===== config.mk =====
export PLATFORM = sky130hd
export DESIGN_NAME = core_sched
export DESIGN_NICKNAME = d
export VERILOG_FILES = /design/src/rtl/core_sched.sv
export SDC_FILE = /design/constraint.sdc
export NUM_CORES = 1
export LEC_CHECK = 0
export BUFFER_PORTS_ARGS = -buffer_cell sky130_fd_sc_hd__buf_4
export CAP_MARGIN = 25
export CORE_ASPECT_RATIO = 1.25
export CORE_MARGIN = 5
export CORE_UTILIZATION = 52
export DETAILED_ROUTE_END_ITERATION = 10
export GPL_TIMING_DRIVEN = 1
export PLACE_DENSITY = 0.76
export SYNTH_ARGS = -nofsm -noshare
export SYNTH_HDL_FRONTEND = slang
export SYNTH_SLANG_ARGS = --single-unit

===== constraint.sdc =====
create_clock -name i_clk -period 3.49 [get_ports i_clk]
set_clock_uncertainty 0.2 [all_clocks]
set_input_delay 0.698 -clock i_clk [delete_from_list [all_inputs] [get_ports i_clk]]
set_output_delay 0.698 -clock i_clk [all_outputs]
set_load 0.05 [all_outputs]

===== src/rtl/core_sched.sv =====
// rtl/core_sched.sv - round-robin time-slice scheduler producing one-hot core clock enables
module core_sched #(
    parameter int CNT_W      = 16,
    parameter int GAP_CYCLES = 2,
    parameter int OVR_W      = 8
) (
    input  logic             i_clk,
    input  logic             i_rst,
    input  logic             i_run,
    input  logic [2:0]       i_core_mask,
    input  logic [CNT_W-1:0] i_slice_len,
    input  logic             i_bus_busy,
    output logic             o_clk_cmo_en,
    output logic             o_clk_dlo_en,
    output logic             o_clk_pln_en,
    output logic [1:0]       o_cur,
    output logic             o_slice_done,
    output logic [OVR_W-1:0] o_ovr_cnt,
    output logic             o_busy
);

    localparam int               GAP_W    = (GAP_CYCLES > 1) ? $clog2(GAP_CYCLES) : 1;
    localparam logic [GAP_W-1:0] GAP_LAST = (GAP_CYCLES > 0) ? GAP_W'(GAP_CYCLES - 1) : '0;
    localparam logic [OVR_W-1:0] OVR_MAX  = '1;

    typedef enum logic [1:0] {
        S_IDLE,
        S_RUN,
        S_DRAIN,
        S_GAP
    } state_t;

    state_t           state_q, state_d;
    logic [CNT_W-1:0] cnt_q, cnt_d;
    logic [CNT_W-1:0] len_q, len_d;
    logic [GAP_W-1:0] gap_q, gap_d;
    logic [1:0]       ptr_q, ptr_d;
    logic [2:0]       en_q, en_d;
    logic [1:0]       cur_q, cur_d;
    logic             done_q, done_d;
    logic [OVR_W-1:0] ovr_q, ovr_d;
    logic             busy_q;

    logic [2:0]       pick;
    logic             can_start;
    logic [CNT_W-1:0] len_eff;
    logic             slice_end;
    logic             select_now;

    // Returns {valid, core}: first masked-in core after 'last', order cmo(0)->dlo(1)->pln(2)->cmo.
    function automatic logic [2:0] pick_core(input logic [1:0] last, input logic [2:0] mask);
        logic [2:0] r;
        logic [1:0] c;
        r = 3'b000;
        c = last;
        for (int k = 0; k < 3; k++) begin
            c = (c == 2'd2) ? 2'd0 : c + 2'd1;
            if (!r[2] && mask[c]) begin
                r = {1'b1, c};
            end
        end
        return r;
    endfunction

    // Candidate next owner and effective slice length, evaluated every cycle.
    always_comb begin
        pick      = pick_core(ptr_q, i_core_mask);
        can_start = i_run & pick[2];
        len_eff   = (i_slice_len == '0) ? CNT_W'(1) : i_slice_len;
    end

    // Next-state and next-output logic; all outputs are registered from these values.
    always_comb begin
        state_d    = state_q;
        cnt_d      = cnt_q;
        len_d      = len_q;
        gap_d      = gap_q;
        ptr_d      = ptr_q;
        en_d       = en_q;
        cur_d      = cur_q;
        done_d     = 1'b0;
        ovr_d      = ovr_q;
        slice_end  = 1'b0;
        select_now = 1'b0;

        case (state_q)
            S_IDLE: begin
                select_now = 1'b1;
            end
            S_RUN: begin
                if (cnt_q == len_q - 1'b1) begin
                    if (i_bus_busy) begin
                        // never pull the core out from under an open bus cycle
                        state_d = S_DRAIN;
                        if (ovr_q != OVR_MAX) begin
                            ovr_d = ovr_q + 1'b1;
                        end
                    end else begin
                        slice_end = 1'b1;
                    end
                end else begin
                    cnt_d = cnt_q + 1'b1;
                end
            end
            S_DRAIN: begin
                if (!i_bus_busy) begin
                    slice_end = 1'b1;
                end
            end
            S_GAP: begin
                if (gap_q == GAP_LAST) begin
                    select_now = 1'b1;
                end else begin
                    gap_d = gap_q + 1'b1;
                end
            end
            default: begin
                state_d = S_IDLE;
            end
        endcase

        if (slice_end) begin
            done_d = 1'b1;
            if (GAP_CYCLES == 0) begin
                // no guard band: hand over directly on this edge
                select_now = 1'b1;
            end else begin
                state_d = S_GAP;
                gap_d   = '0;
                en_d    = 3'b000;
                cur_d   = 2'd0;
            end
        end

        if (select_now) begin
            if (can_start) begin
                state_d = S_RUN;
                cnt_d   = '0;
                len_d   = len_eff;
                ptr_d   = pick[1:0];
                en_d    = 3'b001 << pick[1:0];
                cur_d   = pick[1:0] + 2'd1;
            end else begin
                state_d = S_IDLE;
                en_d    = 3'b000;
                cur_d   = 2'd0;
            end
        end
    end

    // State and output registers; pointer resets to pln so the first pick is cmo.
    always_ff @(posedge i_clk) begin
        if (i_rst) begin
            state_q <= S_IDLE;
            cnt_q   <= '0;
            len_q   <= '0;
            gap_q   <= '0;
            ptr_q   <= 2'd2;
            en_q    <= 3'b000;
            cur_q   <= 2'd0;
            done_q  <= 1'b0;
            ovr_q   <= '0;
            busy_q  <= 1'b0;
        end else begin
            state_q <= state_d;
            cnt_q   <= cnt_d;
            len_q   <= len_d;
            gap_q   <= gap_d;
            ptr_q   <= ptr_d;
            en_q    <= en_d;
            cur_q   <= cur_d;
            done_q  <= done_d;
            ovr_q   <= ovr_d;
            busy_q  <= (state_d != S_IDLE);
        end
    end

    assign o_clk_cmo_en = en_q[0];
    assign o_clk_dlo_en = en_q[1];
    assign o_clk_pln_en = en_q[2];
    assign o_cur        = cur_q;
    assign o_slice_done = done_q;
    assign o_ovr_cnt    = ovr_q;
    assign o_busy       = busy_q;

endmodule

==> results of run 1 <==
-- cells by family after synthesis --
logic type,Yosys count
flip-flops,52
buffers and inverters,32
XOR/XNOR,20
adder cells (fa/ha/maj),10
AO/OA/AOI/OAI,81
multiplexers,6
AND/OR/NAND/NOR,155
-- Yosys cell counts, drive strengths merged (6+ instances only) --
master	instances	share of area [%]
or4	6	1.5
a21oi	28	4.7
xor2	8	2.4
dfxtp	52	35
ha	10	4.2
nor4	7	2.2
nand2	43	5.5
clkbuf	10	1.3
nor2	26	3.3
or3	9	1.9
nand3	10	1.7
nor3	9	1.5
inv	14	1.8
xnor2	11	3.3
and3	8	1.8
nand4	11	2.3
o21ai	10	1.7
and2	6	1.3
-- final timing paths --
check,start,end,slack [ns],cells after the start
worst max-delay path,len_q[0],o_ovr_cnt[6],0.23,11
worst min register to register,o_cur[0],o_cur[0],0.29,1
worst min-delay path,o_cur[0],o_cur[0],0.29,1
worst max register to register,len_q[0],o_ovr_cnt[6],0.23,11
-- cell type report --
class                           count  area (sq um)
Clock buffer                        6          82.6
Clock inverter                      2          13.8
Fill cell                         485          2050
Inverter                           14          52.6
Multi-Input combinational cell    272          1780
Sequential cell                    52          1040
Tap cell                           64          80.1
Timing Repair Buffer               50           375
-- power by group --
| part | internal (W) | switching [W] | leakage, nW |
|---|---|---|---|
| sequential | 0.000616 | 0.0000266 | 0.422 |
| combinational | 0.000124 | 0.000168 | 0.884 |
| clock | 0.000163 | 0.000208 | 0.0516 |
| total | 0.000902 | 0.000402 | 1.36 |
-- critical path, stage by stage, from the launching register on --
cell and delay [ns]:
dfxtp_1 0.36, inv_1 0.09, ha_1 0.17, or4bb_1 0.47, a211o_1 0.31, a211oi_2 0.19, nand3_1 0.10, or4b_4 0.52
nor4_4 0.14, buf_4 0.18, nand4_1 0.11, mux2_1 0.31
-- per-layer routing --
layer / track usage (%) / up-vias
met2: 34.5 / 77
li1: - / 1377
met5: 0 / -
met1: 23.3 / 1327
met4: 8.17 / 0
met3: 3.74 / 12
-- state kept, by name, indices dropped and copies added, names as in the netlist --
signal / count
gap_q: 1
en_q: 3
cnt_q: 16
o_cur: 2
state_q: 2
o_busy: 1
ptr_q: 2
len_q: 16
o_ovr_cnt: 8
o_slice_done: 1
-- metrics by stage --
step / hold WS [ns] / total power, W / util, % / std cells / worst slack [ns]
after detailed placement: 0.261 / 0.000945 / 60.6 / 451 / 0.106
after floorplan: 0.258 / 0.000855 / - / 356 / 0.0979
after global routing: 0.315 / 0.00137 / 62.5 / 460 / 0.0754
after global placement: 0.259 / 0.000941 / 60.6 / 451 / 0.143
final: 0.289 / 0.00130 / 62.5 / 460 / 0.232
after CTS: 0.292 / 0.00131 / 62.4 / 459 / 0.0544
-- repair_timing --
item / CTS / global route
setup buffers: 0 / 1
endpoints found under the setup margin: 0 / 4
hold buffers: 0 / 0
resized for setup: 0 / 0
==> results.py, run 1 <==
metrics = {
    "placement": {
        "dpl.hpwl_mm": 5.25,
        "portBuffers": 37,
        "place_congestion": 0.886,
        "place_area_sq_um": 3320,
    },
    "route": {
        "drt.antenna.violating_nets": 0,
        "vias": 2793,
        "met3_length_microns": 260,
        "wl_met2_mm": 3.44,
        "drc": 0,
        "drtIter0Drc": 123,
        "met1Wirelength_mm": 3.06,
        "avgViaCountPerCell": 6.07,
        "wl_per_cell_microns": 15.1,
        "firstDrtPassIters": 5,
        "routed_wl_mm": 6.94,
        "top_layer": "met4",
    },
    "timing": {
        "setup_tns_ns": 0,
        "clock.fmax_mhz": 307,
        "finalCriticalPeriod_ns": 3.26,
        "setup_viol": 0,
        "min_period_over_period_pct": 93.4,
        "report.final.slew_viol_count": 0,
        "relSlewSlack_pct": 59.9,
        "rsz0062_at_grt": "no",
        "tightestPinTransition_ns": 0.596,
        "hold_viol_final": 0,
    },
    "cts": {
        "clockBufferDepth": 2,
        "clk_latency_ns": 0.31,
        "cts_sinks": 52,
        "h-tree-depth": 2,
        "cts_root_buf": "clkbuf_8",
        "cts_buffers": 5,
        "clk_pin_slew_ns": 0.10,
        "cts_tree": "built",
    },
    "layout": {
        "final_area_sq_um": 3430,
        "diodes": 0,
        "syn_to_final_growth_pct": 15.9,
        "final_cell_mix": "dfxtp_1, buf_4, nand2_1",
        "layout.nets": 428,
        "final_layout_size_suffix_gt1_share_pct": 17.7,
        "final_common_cell": "dfxtp_1",
    },
    "worst_setup_path": {
        "crit_type": "reg -> reg",
        "critPathLaunchType": "register",
        "arrival_ns": 3.26,
        "crit_required_ns": 3.49,
        "critPathMaxFanout": 6,
        "cp-end-kind": "register",
    },
    "global_routing": {
        "grt_usage_pct": 19.7,
        "grt_pass1_vias": 2637,
        "grt_pass1_wl_mm": 11.8,
        "grt_antenna_before_repair": 0,
        "overflow": 0,
        "grt_max_degree": 41,
    },
    "floorplanning": {
        "chipWidth_microns": 77.4,
        "initial_core_util_pct": 53.9,
        "dieArea_sq_um": 7300,
        "die_y_microns": 94.3,
        "rows": 30,
        "core_sq_um": 5480,
        "ios": 38,
    },
    "status": {
        "status": "completed",
    },
    "synth": {
        "synth_compound_area_share_pct": 18.5,
        "synth-warning-count": 0,
        "synthAdderAreaFrac_pct": 4.23,
        "synth_nets": 389,
        "synth_cells": 356,
        "synthArstFlopShare_pct": 0,
        "synth-simple-area-share_pct": 28.8,
        "synth_ff_type": "dfxtp_1",
        "synth-edff-count": 0,
        "synth_top_family_by_area": "simple AND/OR/NAND/NOR gates",
        "synth_mux_area_share_pct": 2.12,
        "syn_area_sq_um": 2960,
        "synth_seq_area_share_pct": 35.2,
        "synth_cell_types": 59,
        "synth-seq-cells": 52,
        "syn_avg_cell_area_sq_um": 8.30,
        "synthXorXnorAreaFrac_pct": 6.39,
    },
    "worst_hold_path": {
        "hp-class": "reg -> reg",
    },
    "power": {
        "p_leak_nw": 1.36,
        "power_density_nw_per_um2": 381,
        "ir_drop_mv": 0.254,
    },
    "job": {
        "drv_cap": 0,
    },
}
Note: power is estimated with default switching activity, not from simulation.
==> run 2, diff against run 1 <==
clock period = 2.8 ns   (was 3.49 ns; I/O delays follow)
==> run 2 against run 1 <==
The flow now finishes with violations (setup timing); sequential cell count is the same; clock-buffer cell count is the same; cell count grew 10%.
==> results.py, run 2 (synthesis gave the netlist of run 1 again) <==
metrics = {
    "placement": {
        "portBuffers": 37,
        "dpl.hpwl_mm": 5.63,
        "place_congestion": 0.886,
        "dp_slack_ns": -0.445,
    },
    "layout": {
        "fillers": 390,
        "final_common_cell": "buf_4",
        "final_cell_mix": "buf_4, dfxtp_1, nand2_1",
        "final_util_pct": 75.3,
        "syn_to_final_growth_pct": 39.7,
        "layout.nets": 476,
        "final_layout_size_suffix_gt1_share_pct": 36.7,
        "diodes": 0,
    },
    "timing": {
        "setup_viol": 34,
        "hold_viol_final": 0,
        "fin_ws_ns": -0.410,
        "finalCriticalPeriod_ns": 3.21,
        "min_period_over_period_pct": 115,
        "report.final.slew_viol_count": 0,
        "whs_ns": 0.282,
        "tightestPinTransition_ns": 0.498,
        "clock.fmax_mhz": 312,
        "rsz0062_at_grt": "yes",
        "relSlewSlack_pct": 66.7,
    },
    "global_routing": {
        "grt_pass1_vias": 3123,
        "grt_antenna_before_repair": 0,
        "grt_max_degree": 41,
        "grt_usage_pct": 23.9,
        "grt_pass1_wl_mm": 14.3,
        "overflow": 0,
    },
    "power": {
        "ir_drop_mv": 0.309,
        "p_switching_w": 0.000612,
        "p_leak_nw": 1.68,
        "seqPwrFrac_pct": 40.9,
        "switching_share_pct": 31.2,
        "power_density_nw_per_um2": 475,
        "combPwrFrac_pct": 30.6,
        "intPower_w": 0.00135,
        "clockPowerShare_pct": 28.6,
    },
    "route": {
        "met1Wirelength_mm": 3.41,
        "drc": 0,
        "drtIter0Drc": 333,
        "top_layer": "met4",
        "avgViaCountPerCell": 6.16,
        "drt.antenna.violating_nets": 0,
        "wl_met2_mm": 4.65,
        "met3_length_microns": 446,
        "routed_wl_mm": 8.95,
        "wl_per_cell_microns": 17.6,
        "firstDrtPassIters": 4,
        "vias": 3131,
    },
    "cts": {
        "clk_pin_slew_ns": 0.10,
        "cts_root_buf": "clkbuf_8",
        "cts_tree": "built",
        "cts_sinks": 52,
        "clockBufferDepth": 2,
        "h-tree-depth": 2,
        "cts_buffers": 5,
        "clk_latency_ns": 0.32,
    },
    "worst_setup_path": {
        "arrival_ns": 3.23,
        "crit_required_ns": 2.82,
        "crit_type": "reg -> reg",
        "cp-end-kind": "register",
        "critPathMaxFanout": 5,
        "critPathLaunchType": "register",
    },
    "floorplanning": {
        "rows": 30,
        "chipWidth_microns": 77.4,
        "core_sq_um": 5480,
        "dieArea_sq_um": 7300,
        "initial_core_util_pct": 53.9,
        "ios": 38,
        "die_y_microns": 94.3,
    },
    "status": {
        "failed_checks": "setup timing",
        "status": "finished with violations",
    },
    "job": {
        "drv_cap": 0,
    },
    "worst_hold_path": {
        "hp-class": "in -> reg",
    },
}
==> run 2: routing by layer <==
metal,vias up,global-route usage (%)
li1,1476,-
met4,0,12.8
met5,-,0
met3,40,4.13
met2,113,42.6
met1,1502,26.6
==> run 2: what timing repair did <==
action	in CTS	in global routing
gates resized for setup	36	31
pin swaps	34	11
cloned	1	0
hold buffers	0	0
setup buffers	12	13
endpoints found under the setup margin	34	34
==> run 2: metrics by stage <==
step / cell area [sq um] / total power [W] / setup TNS [ns] / cells
6_report: 4130 / 0.00196 / -6.60 / 508
5_1_grt: 4130 / 0.00204 / -9.87 / 508
4_1_cts: 3960 / 0.00187 / -5.97 / 499
3_5_place_dp: 3570 / 0.00125 / -5.30 / 480
3_3_place_gp: 3570 / 0.00124 / -4.69 / 480
2_1_floorplan: 2980 / 0.00108 / -1.91 / 356
==> run 2: area by class of cell <==
class,instances,area [sq um],area share (%)
clock buffers,6,82.6,2.00
clock inverters,2,38.8,0.940
inverters,14,52.6,1.27
multi-input cells,272,2030,49.3
flip-flops and latches,52,1050,25.5
well taps,64,80.1,1.94
repair buffers,98,787,19.1
==> run 2: power groups by stage <==
| stage | combinational (W) | sequential [W] | clock (W) |
|---|---|---|---|
| 6_report | 0.000600 | 0.000802 | 0.000560 |
| 5_1_grt | 0.000639 | 0.000805 | 0.000599 |
| 4_1_cts | 0.000515 | 0.000795 | 0.000559 |
| 3_5_place_dp | 0.000440 | 0.000811 | 0 |
| 3_3_place_gp | 0.000431 | 0.000810 | 0 |
| 2_1_floorplan | 0.000247 | 0.000829 | 0 |
==> run 2: worst max-delay path, stage by stage (launching register included) <==
cell and delay (ns):
dfxtp_2 0.34, or4_4 0.53, or3_4 0.36, a211oi_4 0.24, nand3_1 0.12, or4b_4 0.55, nor4_4 0.15, buf_4 0.18
nand4_1 0.13, mux2_4 0.31
==> run 2: final timing paths <==
| path | start | endpoint | slack [ns] | cells past startpoint |
|---|---|---|---|---|
| max | len_q[1] | o_ovr_cnt[6] | -0.41 | 9 |
| min | i_slice_len[2] | len_q[2] | 0.28 | 3 |
| max reg2reg | len_q[1] | o_ovr_cnt[6] | -0.41 | 9 |
| min reg2reg | en_q[0] | en_q[0] | 0.29 | 1 |
